File: src/rtl/branch_predictor_btb_if.sv
// Fetch-lookup, EX-update and perf-counter signals of the branch target buffer.
// The master side is the core pipeline; the slave side is the BTB itself.
interface branch_predictor_btb_if #(
  parameter int XLEN = 32
);
  logic [XLEN-1:0] lookup_pc;
  logic            pred_hit;
  logic            pred_taken;
  logic [XLEN-1:0] pred_next_pc;
  logic            upd_en;
  logic [XLEN-1:0] upd_pc;
  logic            upd_taken;
  logic [XLEN-1:0] upd_target;
  logic            upd_mispredict;
  logic            flush_all;
  logic [31:0]     branch_cnt;
  logic [31:0]     mispred_cnt;

  modport master (
    output lookup_pc, upd_en, upd_pc, upd_taken, upd_target, upd_mispredict, flush_all,
    input  pred_hit, pred_taken, pred_next_pc, branch_cnt, mispred_cnt
  );

  modport slave (
    input  lookup_pc, upd_en, upd_pc, upd_taken, upd_target, upd_mispredict, flush_all,
    output pred_hit, pred_taken, pred_next_pc, branch_cnt, mispred_cnt
  );
endinterface

File: src/rtl/branch_predictor_btb.sv
// Direct-mapped BTB with a 2-bit saturating counter per entry, zero-latency lookup,
// registered training from EX, and branch / mispredict performance counters.
module branch_predictor_btb #(
  parameter int ENTRIES = 16,
  parameter int XLEN    = 32,
  parameter int CNT_SAT = 1
) (
  input  logic clk,
  input  logic reset,
  branch_predictor_btb_if.slave bus
);
  localparam int IDX_W = $clog2(ENTRIES);
  localparam int TAG_W = XLEN - IDX_W - 2;

  logic [ENTRIES-1:0] valid_q, valid_d;
  logic [TAG_W-1:0]   tag_q [ENTRIES];
  logic [TAG_W-1:0]   tag_d [ENTRIES];
  logic [XLEN-1:0]    tgt_q [ENTRIES];
  logic [XLEN-1:0]    tgt_d [ENTRIES];
  logic [1:0]         ctr_q [ENTRIES];
  logic [1:0]         ctr_d [ENTRIES];
  logic [31:0]        branch_q, branch_d;
  logic [31:0]        mispred_q, mispred_d;

  logic [IDX_W-1:0] lk_idx, up_idx;
  logic [TAG_W-1:0] lk_tag, up_tag;
  logic             up_hit;
  logic             unused_lo;

  assign lk_idx    = bus.lookup_pc[IDX_W+1:2];
  assign lk_tag    = bus.lookup_pc[XLEN-1:IDX_W+2];
  assign up_idx    = bus.upd_pc[IDX_W+1:2];
  assign up_tag    = bus.upd_pc[XLEN-1:IDX_W+2];
  assign unused_lo = ^{bus.lookup_pc[1:0], bus.upd_pc[1:0]};

  // Lookup reads only registered state, so a same-cycle update is never visible.
  always_comb begin
    bus.pred_hit     = valid_q[lk_idx] && (tag_q[lk_idx] == lk_tag);
    bus.pred_taken   = bus.pred_hit && ctr_q[lk_idx][1];
    bus.pred_next_pc = bus.pred_taken ? tgt_q[lk_idx] : (bus.lookup_pc + XLEN'(4));
  end

  assign up_hit = valid_q[up_idx] && (tag_q[up_idx] == up_tag);

  always_comb begin
    valid_d = valid_q;
    tag_d   = tag_q;
    tgt_d   = tgt_q;
    ctr_d   = ctr_q;
    if (bus.upd_en) begin
      if (up_hit) begin
        if (bus.upd_taken) begin
          ctr_d[up_idx] = (ctr_q[up_idx] == 2'd3) ? 2'd3 : ctr_q[up_idx] + 2'd1;
          tgt_d[up_idx] = bus.upd_target;
        end else begin
          ctr_d[up_idx] = (ctr_q[up_idx] == 2'd0) ? 2'd0 : ctr_q[up_idx] - 2'd1;
        end
      end else if (bus.upd_taken) begin
        valid_d[up_idx] = 1'b1;
        tag_d[up_idx]   = up_tag;
        tgt_d[up_idx]   = bus.upd_target;
        ctr_d[up_idx]   = 2'd2;
      end
    end
    if (bus.flush_all) valid_d = '0;
  end

  always_comb begin
    branch_d  = branch_q;
    mispred_d = mispred_q;
    if (bus.upd_en) begin
      branch_d = ((CNT_SAT != 0) && (&branch_q)) ? branch_q : branch_q + 32'd1;
      if (bus.upd_mispredict)
        mispred_d = ((CNT_SAT != 0) && (&mispred_q)) ? mispred_q : mispred_q + 32'd1;
    end
  end

  always_ff @(posedge clk) begin
    if (reset) begin
      valid_q   <= '0;
      branch_q  <= '0;
      mispred_q <= '0;
    end else begin
      valid_q   <= valid_d;
      tag_q     <= tag_d;
      tgt_q     <= tgt_d;
      ctr_q     <= ctr_d;
      branch_q  <= branch_d;
      mispred_q <= mispred_d;
    end
  end

  assign bus.branch_cnt  = branch_q;
  assign bus.mispred_cnt = mispred_q;
endmodule

File: src/flat_wrapper.sv
// flat-port wrapper written by rule: the top's interface ports become plain ports
module branch_predictor_btb_flat 
#(
  parameter int ENTRIES = 16,
  parameter int XLEN    = 32,
  parameter int CNT_SAT = 1
)
  (clk, reset, bus_lookup_pc, bus_upd_en, bus_upd_pc, bus_upd_taken, bus_upd_target, bus_upd_mispredict, bus_flush_all, bus_pred_hit, bus_pred_taken, bus_pred_next_pc, bus_branch_cnt, bus_mispred_cnt);
  branch_predictor_btb_if #(.XLEN(XLEN)) bus_i ();
  input  logic clk;
  input  logic reset;
  input wire logic [$bits(bus_i.lookup_pc)-1:0] bus_lookup_pc;
  input wire logic [$bits(bus_i.upd_en)-1:0] bus_upd_en;
  input wire logic [$bits(bus_i.upd_pc)-1:0] bus_upd_pc;
  input wire logic [$bits(bus_i.upd_taken)-1:0] bus_upd_taken;
  input wire logic [$bits(bus_i.upd_target)-1:0] bus_upd_target;
  input wire logic [$bits(bus_i.upd_mispredict)-1:0] bus_upd_mispredict;
  input wire logic [$bits(bus_i.flush_all)-1:0] bus_flush_all;
  output wire logic [$bits(bus_i.pred_hit)-1:0] bus_pred_hit;
  output wire logic [$bits(bus_i.pred_taken)-1:0] bus_pred_taken;
  output wire logic [$bits(bus_i.pred_next_pc)-1:0] bus_pred_next_pc;
  output wire logic [$bits(bus_i.branch_cnt)-1:0] bus_branch_cnt;
  output wire logic [$bits(bus_i.mispred_cnt)-1:0] bus_mispred_cnt;
  assign bus_i.lookup_pc = bus_lookup_pc;
  assign bus_i.upd_en = bus_upd_en;
  assign bus_i.upd_pc = bus_upd_pc;
  assign bus_i.upd_taken = bus_upd_taken;
  assign bus_i.upd_target = bus_upd_target;
  assign bus_i.upd_mispredict = bus_upd_mispredict;
  assign bus_i.flush_all = bus_flush_all;
  assign bus_pred_hit = bus_i.pred_hit;
  assign bus_pred_taken = bus_i.pred_taken;
  assign bus_pred_next_pc = bus_i.pred_next_pc;
  assign bus_branch_cnt = bus_i.branch_cnt;
  assign bus_mispred_cnt = bus_i.mispred_cnt;
  branch_predictor_btb #(.ENTRIES(ENTRIES), .XLEN(XLEN), .CNT_SAT(CNT_SAT)) u_core (.clk(clk), .reset(reset), .bus(bus_i));
endmodule
File: config.mk
export PLATFORM = sky130hd
export DESIGN_NAME = branch_predictor_btb_flat
export DESIGN_NICKNAME = d
export VERILOG_FILES = /design/src/rtl/branch_predictor_btb_if.sv /design/src/rtl/branch_predictor_btb.sv /design/src/flat_wrapper.sv
export SDC_FILE = /design/constraint.sdc
export NUM_CORES = 2
export LEC_CHECK = 0
export CAP_MARGIN = 20
export CORE_MARGIN = 2
export CORE_UTILIZATION = 45
export DETAILED_ROUTE_END_ITERATION = 6
export MAX_ROUTING_LAYER = met4
export PLACE_DENSITY = 0.67
export SETUP_SLACK_MARGIN = 0.5
export SLEW_MARGIN = 10
export SYNTH_ARGS = -nofsm -noshare
export SYNTH_HDL_FRONTEND = slang
export SYNTH_SLANG_ARGS = --single-unit
File: constraint.sdc
create_clock -name clk -period 7 [get_ports clk]
set_clock_uncertainty 0.1 [all_clocks]
set_input_delay 1.4 -clock clk [delete_from_list [all_inputs] [get_ports clk]]
set_output_delay 1.4 -clock clk [all_outputs]
set_load 0.005 [all_outputs]
==> flow_metrics.tcl <==
set metrics [dict create \
    p_leak_nw 18.7 \
    start_util 0.454 \
    pre_cts_slack_ns -0.106 \
    drive_above_1_share 0.288 \
    fin_crit_sh 0.928 \
    met2_usage 0.424 \
    start_kind "primary input" \
    fin_ws_ns 0.504 \
    yosys_warnings 0 \
    synth-compound-area-share 0.0443 \
    synth_edf_count 960 \
    ys.flop_type "edfxtp_1" \
    clk_latency_ns 0.73 \
    postCtsHoldBufs 0 \
    place_congestion 1.06 \
    grt_max_degree 99 \
    period_minus_slack_ns 6.50 \
    first_global_vias 29000 \
    die_y_um 328 \
    drc_errors 0 \
    die_width_um 328 \
    slew_viol_final 0 \
    antenna_found_initial 7 \
    met1_usage 0.352 \
    syn2layout_area_growth_pct 20.3 \
    drt_first_iter_violations 3780 \
    worstMarginPinSlew_ns 1.11 \
    nNetsFinal 3253 \
    rsz0062_at_grt "true" \
    io_pins 200 \
    synth_xor_area_frac 0.0215 \
    final_util 0.546 \
    synthAdderAreaFrac 0.00122 \
    end_kind "primary output" \
    dr_total_vias 29000 \
    setup_violations 0 \
    h-tree-depth 3 \
    port_buffers 197 \
    cts_tree "yes" \
    synth_area_sq_mm 0.0471 \
    synth-simple-area-share 0.0542 \
    drt-pass1-iter-count 5 \
    track_usage 0.265 \
    synth_cell_type_count 77 \
    grt_overflow 0 \
    criticalPathCategory "primary input to primary output" \
    post_drt_wl_per_cell_um 30.5 \
    cts_buffers 109 \
    core_area_sq_mm 0.104 \
    rows 118 \
    cts.sinks 1040 \
    critPathMaxFanout 9 \
    hold_violations 0 \
    drt-total-wl_um 141000 \
    total_power_mw 13.6 \
    synth_mux_area_frac 0.210 \
    power.density_mw_per_mm2 241 \
    ant_nets 0 \
    avgViaCountPerCell 6.27 \
    maxCapViolCount 0 \
    cts.path.max_buffers 3 \
    avgSynthCellArea_sq_um 17.3 \
    dieArea_sq_mm 0.107 \
    synth-seq-cells 1040 \
    path_clk_slew_ns 0.06 \
    busiest_layer "met2" \
    synthCells 2733 \
    synthArstFlopShare 0 \
    clockRootBuffer "clkbuf_16" \
    hold_class "flip-flop to flip-flop" \
    syn_nets 2838 \
    outcome "finished clean" \
    final_common_cell "edfxtp_1" \
    peakVddDrop_uv 247 \
    dp_hpwl_um 93400 \
    yosysSeqAreaShare 0.645 \
    worstPathArrival_ns 5.00 \
    relSlewSlack 0.262 \
    grt_pass1_wl_um 200000 \
    cp.required_ns 5.50 \
    synth_top_family_by_area "multiplexers" \
    grt_util_met3 0.0479 \
    layout_common_cells "edfxtp_1, mux4_2, buf_4" \
    timing.fmax_mhz 154 \
]
-- cells in the mapped netlist, types with 22 or more instances --
cell,instances,area share
dfxtp_1,80,0.034
a21oi_1,48,0.0051
xor2_1,44,0.0082
nor2_1,159,0.013
clkbuf_1,61,0.0049
nand2_1,120,0.0096
o21ai_0,28,0.0030
nor3_1,53,0.0056
mux2_4,29,0.0092
edfxtp_1,960,0.61
xnor2_1,72,0.013
mux2i_1,150,0.032
buf_1,28,0.0022
mux2_2,35,0.0084
inv_1,38,0.0030
a22oi_1,23,0.0037
nand3_1,50,0.0053
mux4_2,332,0.16
o22ai_1,54,0.0072
and3_1,22,0.0029
buf_2,42,0.0045
-- worst max-delay path, cell delays in order --
cell and delay [ns]:
bufbuf_16 0.25, buf_4 0.12, mux4_2 0.50, mux2i_2 0.27, o22ai_2 0.17, a2111oi_4 0.24
a21oi_2 0.06, or3b_4 0.38, or4_4 0.60, buf_12 0.17, buf_12 0.12, buf_12 0.14
mux2_4 0.33, clkdlybuf4s15_1 0.23
-- cells by family after synthesis --
group           count (synthesis)
compound gates                285
xor+xnor                      116
fa+ha+maj                       5
buf+inv                       208
flops                        1040
mux                           553
simple gates                  526
-- worst paths after layout --
path,from,endpoint,slack (ns),cells after the start
worst min-delay path,u_core.valid_q[11],u_core.valid_q[11],0.40,1
worst max register to register,u_core.tag_q[16],u_core.tag_q[80],2.92,11
worst min register to register,u_core.valid_q[11],u_core.valid_q[11],0.40,1
worst max-delay path,bus_lookup_pc[3],bus_pred_next_pc[26],0.50,14
-- per-stage QoR --
step	TNS (ns)	cell area, sq um	cells	hold slack [ns]
3_3_place_gp	-1.40	52500	4379	0.364
4_1_cts	0	56300	4583	0.390
2_1_floorplan	0	47100	2733	0.353
5_1_grt	0	56700	4614	0.405
3_5_place_dp	-1.70	52500	4379	0.375
6_report	0	56700	4617	0.396
-- what timing repair did --
item / in CTS / in global routing
pin swaps: 8 / 11
endpoints found under the setup margin: 34 / 33
resized for setup: 88 / 59
buffers inserted: 11 / 20
cloned: 2 / 4
-- power breakdown --
part / leakage, nW / internal [mW] / switching (mW)
Clock: 1.69 / 3.14 / 2.46
Sequential: 9.29 / 6.83 / 0.0189
Combinational: 7.77 / 0.525 / 0.666
-- final cells by class --
cell class              instances  area (sq um)
diodes                          9          22.5
clock inverters                60           598
well taps                    1380          1730
clock buffers                 131          2850
inverters                      41           155
multi-input cells            1485         16100
fillers                      7973         47100
flip-flops and latches       1040         30400
repair buffers                471          4820
-- state kept, by name, indices dropped and copies added, names as in the netlist --
| name | count |
|---|---|
| u_core.bus.branch_cnt | 32 |
| u_core.bus.mispred_cnt | 32 |
| u_core.ctr_q | 32 |
| u_core.tag_q | 416 |
| u_core.tgt_q | 512 |
| u_core.valid_q | 16 |
-- metal layers --
| metal | vias up | share of wire |
|---|---|---|
| met2 | 1517 | 0.49 |
| met1 | 15100 | 0.39 |
| met3 | 285 | 0.089 |
| met4 | 0 | 0.032 |
| met5 | - | 0 |
| li1 | 12000 | - |
(Power assumes the default switching activity.)
